===== config.mk =====
export PLATFORM = sky130hd
export DESIGN_NAME = uart_rx_fsm
export DESIGN_NICKNAME = d
export VERILOG_FILES = /design/src/rtl/uart_rx_fsm.sv
export SDC_FILE = /design/constraint.sdc
export NUM_CORES = 1
export LEC_CHECK = 0
export BUFFER_PORTS_ARGS = -buffer_cell sky130_fd_sc_hd__buf_2
export CAP_MARGIN = 25
export CORE_MARGIN = 8
export CORE_UTILIZATION = 45
export CTS_BUF_LIST = sky130_fd_sc_hd__clkbuf_8 sky130_fd_sc_hd__clkbuf_16
export CTS_CLUSTER_SIZE = 30
export DETAILED_ROUTE_END_ITERATION = 8
export PLACE_DENSITY = 0.8
export SYNTH_ARGS = -nofsm -noshare
export SYNTH_HDL_FRONTEND = slang
export SYNTH_SLANG_ARGS = --single-unit

===== constraint.sdc =====
create_clock -name CLK -period 2.2 [get_ports CLK]
set_input_delay 0.33 -clock CLK [delete_from_list [all_inputs] [get_ports CLK]]
set_output_delay 0.33 -clock CLK [all_outputs]
set_load 0.02 [all_outputs]

===== src/rtl/uart_rx_fsm.sv =====
// uart_rx_fsm: UART receive control FSM; UART_RX_BRK_DET_EN adds break detection (brk_det)
module uart_rx_fsm #(
  parameter int DATA_W  = 8,
  parameter int PRESC_W = 6,
  parameter int BIT_W   = 4
) (
  input  logic               CLK,
  input  logic               RST,
  input  logic               RX_IN,
  input  logic               PAR_EN,
  input  logic [PRESC_W-1:0] Prescale,
  input  logic               strt_glitch,
  input  logic               par_err,
  input  logic               stp_err,
  output logic [PRESC_W-1:0] edge_cnt,
  output logic [BIT_W-1:0]   bit_cnt,
  output logic               dat_samp_en,
  output logic               deser_en,
  output logic               strt_chk_en,
  output logic               par_chk_en,
  output logic               stp_chk_en,
  output logic               data_valid,
  output logic               frm_err
`ifdef UART_RX_BRK_DET_EN
  ,
  output logic               brk_det
`endif
);
  typedef enum logic [2:0] {IDLE, START, DATA, PARITY, STOP} state_t;
  state_t state, state_d;
  logic [PRESC_W-1:0] presc_q;
  logic par_flag, bit_end, last_bit, start_ok;
  assign bit_end  = edge_cnt == presc_q - PRESC_W'(1);
  assign last_bit = bit_cnt == BIT_W'(DATA_W - 1);
`ifdef UART_RX_BRK_DET_EN
  logic brk_zero, brk_wait, brk_hit;
  assign start_ok = state == IDLE && !RX_IN && !brk_wait;
  assign brk_hit  = stp_chk_en && stp_err && brk_zero;
`else
  assign start_ok = state == IDLE && !RX_IN;
`endif
  always_ff @(posedge CLK or negedge RST)
    if (!RST) state <= IDLE;
    else      state <= state_d;
  always_comb begin
    state_d     = state;
    dat_samp_en = state != IDLE;
    strt_chk_en = state == START  && bit_end;
    deser_en    = state == DATA   && bit_end;
    par_chk_en  = state == PARITY && bit_end;
    stp_chk_en  = state == STOP   && bit_end;
    case (state)
      IDLE:    state_d = start_ok ? START : IDLE;
      START:   state_d = !bit_end ? START : strt_glitch ? IDLE : DATA;
      DATA:    state_d = !(bit_end && last_bit) ? DATA : PAR_EN ? PARITY : STOP;
      PARITY:  state_d = bit_end ? STOP : PARITY;
      STOP:    state_d = bit_end ? IDLE : STOP;
      default: state_d = IDLE;
    endcase
  end
  always_ff @(posedge CLK or negedge RST)
    if (!RST) begin
      edge_cnt   <= '0;
      bit_cnt    <= '0;
      presc_q    <= PRESC_W'(8);
      par_flag   <= 1'b0;
      data_valid <= 1'b0;
      frm_err    <= 1'b0;
    end else begin
      edge_cnt   <= (state == IDLE || bit_end) ? '0 : edge_cnt + PRESC_W'(1);
      data_valid <= stp_chk_en && !par_flag && !stp_err;
      if (deser_en) bit_cnt <= last_bit ? '0 : bit_cnt + BIT_W'(1);
      if (par_chk_en) par_flag <= par_err;
      if (stp_chk_en && (par_flag || stp_err)) frm_err <= 1'b1;
      if (start_ok) begin
        presc_q  <= (Prescale < PRESC_W'(4)) ? PRESC_W'(4) : Prescale;
        par_flag <= 1'b0;
        frm_err  <= 1'b0;
      end
    end
`ifdef UART_RX_BRK_DET_EN
  // brk_zero stays set only while every data bit end sees a low line
  always_ff @(posedge CLK or negedge RST)
    if (!RST) begin
      brk_zero <= 1'b0;
      brk_wait <= 1'b0;
      brk_det  <= 1'b0;
    end else begin
      brk_det <= brk_hit;
      if (start_ok) brk_zero <= 1'b1;
      else if (deser_en && RX_IN) brk_zero <= 1'b0;
      if (brk_hit) brk_wait <= 1'b1;
      else if (state == IDLE && RX_IN) brk_wait <= 1'b0;
    end
`endif
endmodule


; Word-level counts from Yosys, hierarchy flattened
; Cells that the tools add are included.
[totals]
regBits = 22
latchBits = 0
ramBits = 0
rom_bits = 0
in_bits = 13
mem_count = 0
[classes]
addsub = 3
mul = 0
div_mod_pow = 0
n_lt_le_gt_ge = 1
n_eq_ne = 6
n_shift = 0
muxes = 15
n_bitwise = 0
n_reduce_logical = 18
[ops]
columns = operator, n
row1 = $pmux 3 s5, 1
row2 = $mux 3, 4
row3 = $mux 6, 2
row4 = $logic_and 1x1->1, 9
row5 = $add 6x1->6 const B, 1
row6 = $eq 3x2->1 const B, 2
row7 = $eq 6x6->1, 1
row8 = $lt 6x3->1 const B, 1
row9 = $sub 6x1->6 const B, 1
row10 = $mux 1, 5
row11 = $add 4x1->4 const B, 1
row12 = $eq 4x3->1 const B, 1
row13 = $mux 2, 2
row14 = $mux 4, 1
row15 = $reduce_bool 2->1, 2
row16 = $eq 3x1->1 const B, 1
row17 = $eq 3x3->1 const B, 1
row18 = $logic_not 1->1, 3
row19 = $logic_not 3->1, 1
row20 = $reduce_bool 3->1, 1
row21 = $logic_or 1x1->1, 2

; Logic depth before layout (Yosys ltp)
; Gate-level depths: netlist of run 1.
[logic_depth]
ltp_word = 6
mapped_depth = 8
mapped_depth_nobuf = 7

; Worst setup path before layout of run 1
; OpenSTA, ideal clock, no wires.
[synth_timing]
kind = reg-to-output
startpoint = reg presc_q[0]
endpoint = out strt_chk_en
t_arrival_ns = 2.035
required_ns = 1.870
path_slack_ns = -0.165
stages_incl_launch_ff = 9
path_buffers = 1
cell_sequence = dfrtp_1 inv_1 ha_1 xor2_1 nand2_1 a2111oi_4 nand2_2 buf_6 nor4_2
[synth_between]
elab_chain_cells = 3
[synth_lines]
columns = item, line
row1 = "start, declared", 31  ; logic [PRESC_W-1:0] presc_q;
row2 = "start signal, assigned", 76  ; presc_q <= (Prescale < PRESC_W'(4)) ? PRESC_W'(4) : Prescale;
row3 = $sub 6x1->6, 33  ; assign bit_end = edge_cnt == presc_q - PRESC_W'(1);
row4 = $eq 6x6->1, 33
row5 = $logic_and 1x1->1, 48  ; strt_chk_en = state == START && bit_end;
row6 = "end, declared", 19  ; output logic strt_chk_en,
; No other way between the ends.

; Worst setup path in the final report of run 1
[layout_timing]
startpoint = reg presc_q[1]
endpoint = out strt_chk_en
; The elaborated chain is that of the path after synthesis.

==> results.py, run 1 <==
metrics = {
    "placed_design": {
        "gp_congestion": 0.829,
        "hpwl_um": 2360,
        "io_buffers": 29,
        "placed_area_sq_um": 1460,
    },
    "clock_tree": {
        "clk_pin_slew_ns": 0.08,
        "cts_root_buf": "clkbuf_8",
        "cts_tree": "done",
        "ctsHtreeMaxLevel": 1,
        "numCtsBuffers": 3,
        "clock_sinks": 22,
        "insertion_delay_ns": 0.26,
        "postCtsHoldBufs": 0,
        "clockBufferDepth": 2,
    },
    "grt": {
        "grt_util_all_layers": 0.140,
        "antenna_found_initial": 0,
        "grt_overflow": 0,
        "grt_pass1_vias": 1117,
        "grt_max_degree": 23,
        "grt_pass1_wl_um": 5040,
    },
    "detailed_routing": {
        "drtIter0Drc": 43,
        "via_count": 1075,
        "drt_first_pass_iters": 4,
        "ant_nets": 0,
        "remaining_drc_errors": 0,
        "detail_route.vias_per_cell": 5.57,
        "wirelength_um": 3140,
        "routedWlPerCell_um": 16.3,
    },
    "floorplan": {
        "io_pins": 30,
        "start_util": 0.461,
        "die_area_sq_um": 4680,
        "core_area_sq_um": 2690,
        "die_h_um": 68.4,
        "rows": 19,
        "dieWidth_um": 68.4,
    },
    "synthesis": {
        "netlist_area_sq_um": 1240,
        "synthTopCellsByCount": "dfrtp_1 (21), nor2_1 (15), and3_1 (6), inv_1 (6), xnor2_1 (6)",
        "yosysMostFrequentCell": "dfrtp_1",
        "syn_nets": 135,
        "synth.avg_cell_area_sq_um": 10.4,
        "syn_inst": 119,
        "synth-edff-count": 0,
        "synth.distinct_cells": 39,
        "synth_ff_type": "dfrtp_1",
        "netlist_top_cells_area": "dfrtp_1 (42%), nor2_1 (4.6%), xnor2_1 (4.2%)",
        "yosysWarningCount": 0,
        "yosys.area.top_type": "dfrtp_1",
        "ys_async_sr_fraction": 1.00,
        "ys_ff_latch": 22,
        "ys_seq_area_frac": 0.446,
        "yosys.area.top_type_share": 0.425,
    },
    "pwr": {
        "switching_share": 0.434,
        "p_per_area_nw_per_um2": 1380,
        "internal_power_uw": 1290,
        "p_clk_frac": 0.110,
        "leakagePower_uw": 0.000783,
        "combPwrFrac": 0.553,
        "netSwitchingPower_uw": 988,
        "power_frac_seq": 0.337,
        "ir_drop_v": 0.000743,
    },
    "worst_setup_path": {
        "crit_required_ns": 1.87,
        "slowest_stage": "dfrtp_1",
        "crit_path_max_fanout": 3,
        "arrival_ns": 2.10,
        "crit_path_start_kind": "register",
        "startpoint": "presc_q[1]",
        "timing_worst_setup_path_type": "register to primary output",
        "crit_path_max_incr_delay_ns": 0.40,
        "r2r_start": "presc_q[1]",
        "critPathCaptureType": "primary output",
        "cp_cell_sequence": "inv_2, ha_4, xor2_1, nand2_1, a2111oi_4, nand2_2, nor4_4, buf_4",
    },
    "cells_and_area": {
        "syn2layout_area_growth_pct": 33.0,
        "nNetsFinal": 179,
        "fill_cells": 223,
        "design_area_sq_um": 1650,
        "diodes": 0,
        "drive_gt1_frac": 0.438,
        "seqCellArea_sq_um": 553,
        "multiInputGateArea_sq_um": 718,
    },
    "run_status": {
        "violations": "setup timing",
        "status": "finished, violations left",
    },
    "sta": {
        "period_needed_ns": 2.43,
        "slew_violations": 0,
        "hold_viol": 0,
        "setup_slack_ns": -0.225,
        "relSlewSlack": 0.666,
        "fin_skew_ns": 0.00591,
        "setup_viol": 4,
        "rsz0062_at_grt": "true",
        "fmax_ghz": 0.412,
        "fin_crit_sh": 1.10,
        "hold-worst-slack_ns": 0.0298,
        "worstMarginPinSlew_ns": 0.501,
    },
    "worst_hold_path": {
        "hold_path_class": "primary input to async pin",
    },
    "run": {
        "cap_violations": 0,
    },
}
layer usage:
layer	track usage	share of wire	up-vias
met5	0	0	-
met4	0.0384	0.0038	0
met3	0.0376	0.067	2
met2	0.254	0.54	37
met1	0.156	0.38	527
li1	-	-	509
worst max-delay path, delay by kind of cell (launching register included):
kind / cells / cell delay, ns
flip-flops: 1 / 0.40
buffers and inverters: 2 / 0.25
AND/OR/NAND/NOR: 3 / 0.51
XOR/XNOR: 1 / 0.15
AO/OA/AOI/OAI: 1 / 0.26
adder cells (fa/ha/maj): 1 / 0.27
cell type report:
class	instances	share of cell area
Timing Repair Buffer	42	0.163
Sequential cell	22	0.336
Inverter	6	0.0137
Multi-Input combinational cell	88	0.437
Tap cell	31	0.0236
Clock buffer	3	0.0251
Clock inverter	1	0.00228
worst paths after layout:
check                           cells after the start  slack, ns     endpoint
max in group asynchronous                           1       1.81   presc_q[2]
worst min-delay path                                1       0.03  edge_cnt[0]
worst max register to register                     10       0.04     state[1]
worst min register to register                      1       0.51   data_valid
min in group CLK                                    2       0.26   data_valid
worst max-delay path                                8      -0.23  strt_chk_en
power by group through the flow:
stage / Clock (uW) / Combinational, uW / Sequential [uW]
2_1_floorplan: 0 / 678 / 807
3_3_place_gp: 0 / 1040 / 730
3_5_place_dp: 0 / 1090 / 744
4_1_cts: 258 / 1220 / 765
5_1_grt: 271 / 1360 / 793
6_report: 251 / 1260 / 765
what timing repair did:
item | in CTS | in global routing
setup buffers | 5 | 3
setup endpoints to repair | 5 | 14
gates resized for setup | 18 | 2
pin swaps | 6 | 0
placed cells by master (no fill, tap or decap), types with 2 or more instances in the layout:
| cell type | n |
|---|---|
| dfrtp_1 | 20 |
| clkbuf_8 | 3 |
| buf_4 | 13 |
| mux2i_1 | 3 |
| nor2_1 | 13 |
| mux2_4 | 2 |
| and3_1 | 6 |
| nor2_2 | 2 |
| buf_2 | 25 |
| or3_1 | 2 |
| mux2_2 | 3 |
| nand4_1 | 2 |
| o21ai_0 | 5 |
| xor2_1 | 4 |
| a21o_1 | 2 |
| nor4_4 | 2 |
| nand2b_1 | 2 |
| a21oi_1 | 3 |
| xnor2_2 | 2 |
| ha_1 | 2 |
| nand2_1 | 5 |
| xnor2_1 | 4 |
| buf_6 | 4 |
| a31oi_1 | 2 |
| inv_1 | 6 |
| nand3_1 | 4 |
sequential cells by signal, indices dropped and copies added, names as in the netlist:
name and count:
data_valid 1, par_flag 1, frm_err 1, edge_cnt 6, state 3, presc_q 6, bit_cnt 4
logic make-up (layout without fill, tap and decap cells):
| kind of cell | Yosys count | count (layout) | synth area share |
|---|---|---|---|
| buf+inv | 9 | 52 | 0.0344 |
| xor+xnor | 11 | 11 | 0.0779 |
| compound gates | 16 | 16 | 0.0950 |
| flops | 22 | 22 | 0.446 |
| simple gates | 50 | 50 | 0.241 |
| fa+ha+maj | 3 | 3 | 0.0303 |
| mux | 8 | 8 | 0.0758 |
through the flow:
stage | cells | utilization | setup slack, ns | total power [uW] | setup TNS (ns)
floorplan | 119 | - | -0.0444 | 1490 | -0.0444
finish | 193 | 0.612 | -0.225 | 2270 | -0.734
global placement | 182 | 0.543 | 0.0510 | 1770 | 0
detailed placement | 182 | 0.543 | -0.0780 | 1840 | -0.141
global route | 193 | 0.612 | -0.333 | 2420 | -1.32
CTS | 191 | 0.603 | -0.190 | 2250 | -0.566
(Power assumes the default switching activity.)
==> run 2, diff against run 1 <==
==> config.mk (replaced) <==
export PLATFORM = sky130hd
export DESIGN_NAME = uart_rx_fsm
export DESIGN_NICKNAME = d
export VERILOG_FILES = /design/src/rtl/uart_rx_fsm.sv
export SDC_FILE = /design/constraint.sdc
export NUM_CORES = 1
export LEC_CHECK = 0
export CAP_MARGIN = 25
export CORE_MARGIN = 8
export CORE_UTILIZATION = 45
export CTS_BUF_LIST = sky130_fd_sc_hd__clkbuf_8 sky130_fd_sc_hd__clkbuf_16
export CTS_CLUSTER_SIZE = 30
export DETAILED_ROUTE_END_ITERATION = 8
export DONT_BUFFER_PORTS = 1
export PLACE_DENSITY = 0.7
export SYNTH_ARGS = -nofsm -noshare
export SYNTH_HDL_FRONTEND = slang
export SYNTH_SLANG_ARGS = --single-unit
==> results.py, run 2 (synthesis results as in run 1) <==
metrics = {
    "run_status": {
        "status": "finished, violations left",
        "violations": "setup timing",
    },
    "grt": {
        "grt_overflow": 0,
        "grt_pass1_wl_um": 4870,
        "grt_pass1_vias": 1074,
        "grt_util_all_layers": 0.137,
        "grt_max_degree": 23,
        "antenna_found_initial": 0,
    },
    "detailed_routing": {
        "top_layer": "met4",
        "m1WireLength_um": 1140,
        "detail_route.vias_per_cell": 5.57,
        "routedWlPerCell_um": 16.9,
        "wl_met2_um": 1450,
        "met3_length_um": 282,
        "ant_nets": 0,
        "drtIter0Drc": 19,
        "via_count": 964,
        "remaining_drc_errors": 0,
        "drt_first_pass_iters": 4,
        "wirelength_um": 2930,
    },
    "sta": {
        "fmax_ghz": 0.432,
        "setup_viol": 4,
        "slew_violations": 0,
        "hold-worst-slack_ns": 0.117,
        "worstMarginPinSlew_ns": 0.543,
        "period_needed_ns": 2.32,
        "hold_viol": 0,
        "fin_crit_sh": 1.05,
        "relSlewSlack": 0.637,
        "fin_skew_ns": 0.00384,
        "rsz0062_at_grt": "true",
        "setup_slack_ns": -0.115,
    },
    "pwr": {
        "ir_drop_v": 0.000868,
        "leakagePower_uw": 0.000694,
        "power_uw": 2270,
        "p_per_area_nw_per_um2": 1440,
    },
    "cells_and_area": {
        "syn2layout_area_growth_pct": 27.1,
        "final_common_cell": "dfrtp_1",
        "drive_gt1_frac": 0.352,
        "nNetsFinal": 159,
        "utilization": 0.585,
        "top_regs": "edge_cnt x6, presc_q x6, bit_cnt x4",
        "diodes": 0,
        "design_area_sq_um": 1570,
        "layoutNonFillerInstCount": 173,
        "final_cell_mix": "dfrtp_1 (20), buf_4 (19), nor2_1 (13)",
    },
    "clock_tree": {
        "cts_tree": "done",
        "ctsHtreeMaxLevel": 1,
        "clock_sinks": 22,
        "insertion_delay_ns": 0.26,
        "cts_root_buf": "clkbuf_8",
        "numCtsBuffers": 3,
        "clk_pin_slew_ns": 0.08,
        "clockBufferDepth": 2,
    },
    "floorplan": {
        "die_h_um": 68.4,
        "rows": 19,
        "die_area_sq_um": 4680,
        "io_pins": 30,
        "start_util": 0.461,
        "core_area_sq_um": 2690,
        "dieWidth_um": 68.4,
    },
    "worst_setup_path": {
        "crit_path_max_fanout": 4,
        "crit_path_start_kind": "register",
        "worstRegToRegCells": 7,
        "crit_required_ns": 1.87,
        "crit_path_max_incr_delay_ns": 0.62,
        "cp_cell_sequence": "nor3_4, a21o_1, a2111oi_4, buf_4, and3_4, buf_12",
        "arrival_ns": 1.99,
        "reg2reg_slack_ns": 0.08,
        "slowest_stage": "dfstp_2",
        "r2r-end": "bit_cnt[0]",
        "cp_top_family": "flip-flops",
        "timing_worst_setup_path_type": "register to primary output",
        "r2r_start": "presc_q[3]",
        "critPathCaptureType": "primary output",
        "path_buf_inv": 2,
    },
    "worst_hold_path": {
        "hold_path_class": "primary input to register",
        "min_to": "data_valid",
        "hold_depth": 1,
        "worstHoldStart": "stp_err",
    },
    "placed_design": {
        "placed_area_sq_um": 1390,
        "io_buffers": 0,
        "hpwl_um": 2180,
        "gp_congestion": 0.819,
        "dp.cells": 162,
    },
    "run": {
        "cap_violations": 0,
    },
}
==> run 2: cell types whose count changed in the layout (fill, tap and decap cells not counted), sizes merged <==
cell / change
buf: -21
clkbuf: +1
dlygate4sd3: +1
inv: -1
==> run 2: what timing repair did <==
item,4_1_cts,5_1_grt
endpoints found under the hold margin,22,0
endpoints found under the setup margin,4,4
setup buffers,3,2
pin swaps,3,3
resized for setup,4,9
hold buffers,1,0
gates cloned,0,0
==> run 2: layout make-up <==
type | instances | area [sq um]
flip-flops and latches | 22 | 553
fillers | 245 | 1110
clock buffers | 4 | 55.1
multi-input cells | 88 | 716
well taps | 31 | 38.8
repair buffers | 22 | 188
inverters | 6 | 22.5
==> run 2: per-layer routing <==
layer  GRT usage  vias to the layer above
li1            -                      463
met1       0.158                      468
met2       0.218                       28
met3      0.0507                        5
met4      0.0716                        0
met5           0                        -
==> run 2: power breakdown <==
group          internal (uW)  switching [uW]
registers                562             191
clock network            160             132
logic                    583             638
==> run 2: through the flow <==
step / worst slack, ns / setup TNS [ns]
floorplan: -0.0444 / -0.0444
global placement: 0.0820 / 0
detailed placement: 0.0556 / 0
CTS: -0.101 / -0.317
global route: -0.214 / -0.790
finish: -0.115 / -0.375
==> run 2: worst max-delay path by stage <==
stage / start / endpoint / slack (ns) / cells past startpoint
6_report: presc_q[3] / deser_en / -0.12 / 6
5_1_grt: presc_q[2] / strt_chk_en / -0.21 / 6
4_1_cts: presc_q[2] / deser_en / -0.10 / 6
3_5_place_dp: presc_q[1] / deser_en / 0.06 / 8
3_3_place_gp: presc_q[1] / strt_chk_en / 0.08 / 8
2_1_floorplan: presc_q[0] / strt_chk_en / -0.04 / 8
